## config.mk

```make
export PLATFORM = sky130hd
export DESIGN_NAME = mips_mem_arbiter
export DESIGN_NICKNAME = d
export VERILOG_FILES = /design/src/rtl/mips_mem_arbiter.sv
export SDC_FILE = /design/constraint.sdc
export NUM_CORES = 1
export LEC_CHECK = 0
export CORE_ASPECT_RATIO = 1.2
export CORE_MARGIN = 1.5
export CORE_UTILIZATION = 35
export DETAILED_ROUTE_END_ITERATION = 12
export PLACE_DENSITY = 0.73
export SLEW_MARGIN = 20
export SYNTH_ARGS = -nofsm -noshare
export SYNTH_HDL_FRONTEND = slang
export SYNTH_SLANG_ARGS = --single-unit
```

## constraint.sdc

```tcl
create_clock -name clk -period 1.6 [get_ports clk]
set_clock_uncertainty 0.2 [all_clocks]
set_input_delay 0.24 -clock clk [delete_from_list [all_inputs] [get_ports clk]]
set_output_delay 0.24 -clock clk [all_outputs]
set_load 0.005 [all_outputs]
```

## src/rtl/mips_mem_arbiter.sv

```systemverilog
// ---------------------------------------------------------------------------
// mips_mem_arbiter
//   Arbitrates one shared single-port memory between the instruction-fetch
//   port (if_*) and the data port (dm_*) of a MIPS-style core. Data accesses
//   normally win; a 4-bit starvation counter forces a fetch grant once
//   STARVE_LIMIT consecutive data grants have been issued while a fetch was
//   waiting. Every access is IDLE -> BUSY_x -> IDLE, so back-to-back accesses
//   are separated by exactly one IDLE cycle.
//
// Ports
//   clk, rst           : system clock, synchronous active-high reset
//   halted             : core halted; fetch requests are not granted
//   if_req/if_addr     : fetch request (held until if_gnt) and word address
//   if_gnt/if_valid    : one-cycle accept / completion pulses
//   if_rdata           : fetched word, held until the next if_valid
//   dm_req/dm_we       : data request (held until dm_gnt), 1 = store
//   dm_addr/dm_wdata   : data word address and store data
//   dm_gnt/dm_valid    : one-cycle accept / completion pulses (loads+stores)
//   dm_rdata           : load data, held until the next load completes
//   mem_en/mem_we/mem_addr/mem_wdata : shared memory command, all registered
//   mem_rdata/mem_ready: memory read data and completion strobe
// ---------------------------------------------------------------------------
module mips_mem_arbiter #(
  parameter int STARVE_LIMIT = 3
) (
  input  logic        clk,
  input  logic        rst,
  input  logic        halted,
  input  logic        if_req,
  input  logic [31:0] if_addr,
  output logic        if_gnt,
  output logic        if_valid,
  output logic [31:0] if_rdata,
  input  logic        dm_req,
  input  logic        dm_we,
  input  logic [31:0] dm_addr,
  input  logic [31:0] dm_wdata,
  output logic        dm_gnt,
  output logic        dm_valid,
  output logic [31:0] dm_rdata,
  output logic        mem_en,
  output logic        mem_we,
  output logic [31:0] mem_addr,
  output logic [31:0] mem_wdata,
  input  logic [31:0] mem_rdata,
  input  logic        mem_ready
);

  typedef enum logic [1:0] {
    IDLE    = 2'd0,
    BUSY_IF = 2'd1,
    BUSY_DM = 2'd2
  } state_t;

  localparam logic [3:0] LIMIT = 4'(STARVE_LIMIT);

  state_t      state_r;
  state_t      next_state_s;
  logic [3:0]  starve_cnt_r;
  logic [3:0]  starve_nxt_s;
  logic        if_elig_s;
  logic        grant_if_s;
  logic        grant_dm_s;
  logic        done_if_s;
  logic        done_dm_s;

  logic        if_gnt_r;
  logic        if_valid_r;
  logic [31:0] if_rdata_r;
  logic        dm_gnt_r;
  logic        dm_valid_r;
  logic [31:0] dm_rdata_r;
  logic        mem_en_r;
  logic        mem_we_r;
  logic [31:0] mem_addr_r;
  logic [31:0] mem_wdata_r;

  assign if_elig_s = if_req & ~halted;

  // State and starvation-counter register.
  always_ff @(posedge clk) begin
    if (rst) begin
      state_r      <= IDLE;
      starve_cnt_r <= 4'd0;
    end else begin
      state_r      <= next_state_s;
      starve_cnt_r <= starve_nxt_s;
    end
  end

  // Arbitration, next-state and starvation-counter update.
  always_comb begin
    next_state_s = state_r;
    starve_nxt_s = starve_cnt_r;
    grant_if_s   = 1'b0;
    grant_dm_s   = 1'b0;
    done_if_s    = 1'b0;
    done_dm_s    = 1'b0;
    case (state_r)
      IDLE: begin
        // Data wins unless fetch has waited through LIMIT data grants.
        if (dm_req && (!if_elig_s || (starve_cnt_r != LIMIT))) begin
          grant_dm_s   = 1'b1;
          next_state_s = BUSY_DM;
          if (!if_elig_s) begin
            starve_nxt_s = 4'd0;
          end else if (starve_cnt_r < LIMIT) begin
            starve_nxt_s = starve_cnt_r + 4'd1;
          end else begin
            starve_nxt_s = starve_cnt_r;
          end
        end else if (if_elig_s) begin
          grant_if_s   = 1'b1;
          next_state_s = BUSY_IF;
          starve_nxt_s = 4'd0;
        end else begin
          // Nothing granted and fetch not eligible: the wait streak is broken.
          starve_nxt_s = 4'd0;
        end
      end
      BUSY_IF: begin
        if (mem_ready) begin
          done_if_s    = 1'b1;
          next_state_s = IDLE;
        end else begin
          next_state_s = BUSY_IF;
        end
      end
      BUSY_DM: begin
        if (mem_ready) begin
          done_dm_s    = 1'b1;
          next_state_s = IDLE;
        end else begin
          next_state_s = BUSY_DM;
        end
      end
      default: begin
        next_state_s = IDLE;
      end
    endcase
  end

  // Registered port outputs and the latched memory command.
  always_ff @(posedge clk) begin
    if (rst) begin
      if_gnt_r    <= 1'b0;
      if_valid_r  <= 1'b0;
      if_rdata_r  <= 32'd0;
      dm_gnt_r    <= 1'b0;
      dm_valid_r  <= 1'b0;
      dm_rdata_r  <= 32'd0;
      mem_en_r    <= 1'b0;
      mem_we_r    <= 1'b0;
      mem_addr_r  <= 32'd0;
      mem_wdata_r <= 32'd0;
    end else begin
      if_gnt_r   <= grant_if_s;
      dm_gnt_r   <= grant_dm_s;
      if_valid_r <= done_if_s;
      dm_valid_r <= done_dm_s;
      if (done_if_s) begin
        if_rdata_r <= mem_rdata;
      end
      // A completing store leaves the load data untouched.
      if (done_dm_s && !mem_we_r) begin
        dm_rdata_r <= mem_rdata;
      end
      if (grant_dm_s) begin
        mem_en_r    <= 1'b1;
        mem_we_r    <= dm_we;
        mem_addr_r  <= dm_addr;
        mem_wdata_r <= dm_wdata;
      end else if (grant_if_s) begin
        mem_en_r    <= 1'b1;
        mem_we_r    <= 1'b0;
        mem_addr_r  <= if_addr;
        mem_wdata_r <= 32'd0;
      end else if (done_if_s || done_dm_s) begin
        mem_en_r    <= 1'b0;
        mem_we_r    <= 1'b0;
      end
    end
  end

  assign if_gnt    = if_gnt_r;
  assign if_valid  = if_valid_r;
  assign if_rdata  = if_rdata_r;
  assign dm_gnt    = dm_gnt_r;
  assign dm_valid  = dm_valid_r;
  assign dm_rdata  = dm_rdata_r;
  assign mem_en    = mem_en_r;
  assign mem_we    = mem_we_r;
  assign mem_addr  = mem_addr_r;
  assign mem_wdata = mem_wdata_r;

endmodule
```

==> parameters.txt <==
Parameter                              Value

Global routing
  Maximum number of pins on one net before global-route repair ... 55
  First-pass GRT wire length ... 24400 um
  Via count of the first global-routing pass ... 4941
  Overflow left after global routing ... 0
  Global-route usage over all layers ... 0.201
  Number of antenna violations at the first check in global routing ... 0

Synth
  Top cell type's share of synthesized area ... 0.533
  Part of the Yosys area used for sequential elements ... 0.533
  Library cell with the largest summed area after synthesis ... dfxtp_1
  Leading post-synthesis cells by instance count ... 140 x dfxtp_1, 132 x nand2_1, 67 x a21oi_1, 33 x mux2i_1, 32 x a22o_1
  Number of unique standard cell types used by synthesis ... 40
  Net count of the mapped netlist ... 651
  Count of mapped cells out of synthesis ... 515
  Area contributors post-synth ... dfxtp_1 53%, nand2_1 9.4%, o2bb2ai_2 8.6%
  Warnings, synthesis ... 0
  Combined area of all synthesized cells ... 5260 sq um
  Syn avg cell area ... 10.2 sq um
  Share of flip-flops with an asynchronous set or reset ... 0
  Most used standard cell by instance count after synthesis ... dfxtp_1
  Synthesis-stage register bit count ... 140
  EDFF count, synth ... 0
  Main synth FF type ... dfxtp_1

STA
  Share of the clock period used by the worst path after layout ... 1.07
  Hold violation total from the final report ... 0
  Unrepaired setup endpoints after global routing ... yes
  Setup-violating endpoint count in the final report ... 64
  Worst Setup Slack, final ... -0.120 ns
  Pins over their slew limit ... 0
  Fin crit period ... 1.72 ns
  Slew @ Worst Pin ... 0.540 ns
  Setup TNS ... -4.77 ns
  Maximum clock rate ... 582 MHz
  Normalized max-slew margin ... 0.640

Placement
  GPL Wtd Cong ... 0.786
  Detailed placer's ending HPWL ... 12100 um
  Pre-CTS WS ... -0.457 ns
  # port buffers ... 268
  Cell area after placement ... 8340 sq um

Power
  Leakage component of the power ... 0.00406 uW
  Pint ... 7000 uW
  Clock network power share ... 0.438
  Worst supply voltage drop on vdd ... 0.669 mV
  Fraction of power spent switching nets ... 0.243
  Combinational group share of total power ... 0.153
  Sequential cell fraction of total power ... 0.409
  NetSw ... 2250 uW
  Ratio of total power to cell area ... 1000 nW/um^2

Clock tree
  Maximum level of the CTS H-tree ... 4
  TritonCTS clock tree ... done
  Maximum number of buffers from clock root to sink ... 2
  Clock-pin transition on the worst setup and hold timing paths ... 0.06 ns
  Clock Sink Count ... 140
  Buffer cell driving the clock tree root ... clkbuf_16
  Clk Latency, worst-skew pair ... 0.42 ns
  Number of buffers added by the clock tree synthesis step ... 17
  Post-CTS Hold Fix Bufs ... 0

Setup path
  Critical Path AT ... 1.82 ns
  Critical Path RT ... 1.70 ns
  Startpoint of the worst setup timing path ... starve_cnt_r[3]
  Max stage delay cell, worst path ... dfxtp_2
  Stages on worst setup path ... 6
  Critical path peak fanout ... 6
  Max stage delay on crit path ... 0.32 ns
  Worst Reg-to-Reg Cells ... 6
  Termination of the worst setup path ... mem_addr[9]
  Count of buffering cells on the critical path with inverters included ... 2
  Critical path cell sequence ... or2_4 -> o211ai_4 -> buf_12 -> clkbuf_16 -> mux2i_2 -> o2bb2ai_2
  Category of the critical setup timing path ... flip-flop to flip-flop
  Worst Setup Start Kind ... flip-flop
  Setup slack on the worst flop-to-flop path ... -0.12 ns
  Endpoint of the most critical register-to-register path ... mem_addr[9]
  Startpoint of the worst-slack reg-to-reg timing path ... starve_cnt_r[3]
  Worst path top cell family by delay ... buffers and inverters
  Capturing element type of the critical path ... flip-flop

Route
  Initial DRC count ... 190
  Detailed route wirelength on metal3 ... 1980 um
  TritonRoute pass-1 iters ... 4
  Remaining routing DRC violations ... 0
  Metal2 WL ... 8600 um
  Total routed wirelength ... 17400 um
  DR vias/cell ... 4.87
  Met1 layer wirelength in the final routing ... 6410 um
  Total via count in the routed design ... 4970
  Max Used Layer ... met4
  Post-DRT Antenna Nets ... 0
  Detailed-route wire length per cell ... 17.0 um

Finish
  Number of diodes ... 0
  Synthesis-to-layout area growth ... 75.6%
  Fraction of layout cells with a size suffix above 1 ... 0.214
  Post-route design area ... 9240 sq um
  Net count, final ... 944

Flow run
  Total of max-cap violations ... 0

Die
  Area of the die ... 15800 sq um
  IO Pins ... 269
  Row count ... 48
  Width of the die ... 115 um
  Die Height ... 137 um
  Effective utilization at floorplan ... 0.362
  Area of the core region ... 14500 sq um

Status
  Violations in the final reports ... negative setup slack
  Outcome ... complete, but fails checks

Min path
  HP Class ... input port to flip-flop
[final cells by class]
| type | instances | area, sq um |
|---|---|---|
| clock buffers | 17 | 425 |
| flip-flops and latches | 140 | 2840 |
| inverters | 1 | 3.75 |
| multi-input cells | 333 | 2430 |
| well taps | 200 | 250 |
| repair buffers | 315 | 3110 |
| clock inverters | 15 | 185 |
| fillers | 1143 | 5300 |
[power groups by stage]
stage,Sequential [uW],Clock (uW),Combinational [uW]
after floorplan,3850,0,498
after global placement,3850,0,1320
after detailed placement,3860,0,1350
after CTS,3780,4150,1250
after global routing,3800,4290,1510
final,3790,4050,1420
[through the flow]
step	hold WS (ns)	cells	util	total power, uW
5_1_grt	0.110	1021	0.636	9600
4_1_cts	0.0897	1010	0.607	9180
6_report	0.114	1021	0.636	9250
3_5_place_dp	0.249	977	0.574	5210
3_3_place_gp	0.241	977	0.574	5170
2_1_floorplan	0.165	515	-	4350
[metal layers]
metal  vias up  GRT usage
met5         -          0
li1       2381          -
met3        27     0.0955
met1      2306      0.202
met2       256      0.352
met4         0     0.0933
[placed cells by master, fill, tap and decap left out, drive strengths merged, types with 3 or more instances in the layout]
cell type,instances
a21oi,67
dlygate4sd2,134
a22o,32
inv,7
nor2,7
nand2,132
nor3,6
dfxtp,140
o21ai,4
o2bb2ai,32
clkbuf,22
clkinv,5
buf,43
clkdlybuf4s50,133
mux2i,33
bufinv,3
[flip-flops by register name, indices dropped and copies added, names as in the netlist]
| register | cells |
|---|---|
| mem_wdata | 32 |
| dm_gnt | 1 |
| if_gnt | 1 |
| mem_we | 1 |
| if_valid | 1 |
| mem_addr | 32 |
| mem_en | 1 |
| dm_valid | 1 |
| starve_cnt_r | 4 |
| state_r | 2 |
| if_rdata | 32 |
| dm_rdata | 32 |
[repair_timing]
action / CTS / global route
setup endpoints to repair: 232 / 131
gates resized for setup: 158 / 45
gates cloned: 0 / 7
endpoints found under the hold margin: 0 / 0
setup buffers: 1 / 5
pin swaps: 0 / 8
[how the worst min path moves through the flow]
stage	start	cells after the start	slack (ns)	end
after floorplan	dm_wdata[10]	1	0.17	mem_wdata[10]
after global placement	if_rdata[7]	2	0.24	if_rdata[7]
after detailed placement	if_rdata[10]	2	0.25	if_rdata[10]
after CTS	rst	3	0.09	starve_cnt_r[1]
after global routing	rst	3	0.11	starve_cnt_r[1]
final	rst	3	0.11	starve_cnt_r[1]
[cell families after synthesis]
group,count (synthesis),synth area share
adders and majority gates,1,0.00238
AOI/OAI and AO/OA,139,0.220
xor gates and xnor gates,1,0.00167
buffers and inverters,42,0.0521
and+or+nand+nor,158,0.127
muxes,34,0.0649
DFF,140,0.533
[worst reg2reg max path, cell delays in order (launching register included)]
cell       delay (ns)
dfxtp_2          0.32
or2_4            0.26
o211ai_4         0.20
buf_12           0.16
clkbuf_16        0.17
mux2i_2          0.22
o2bb2ai_2        0.08
No activity file was read; power rests on OpenSTA's default activity.
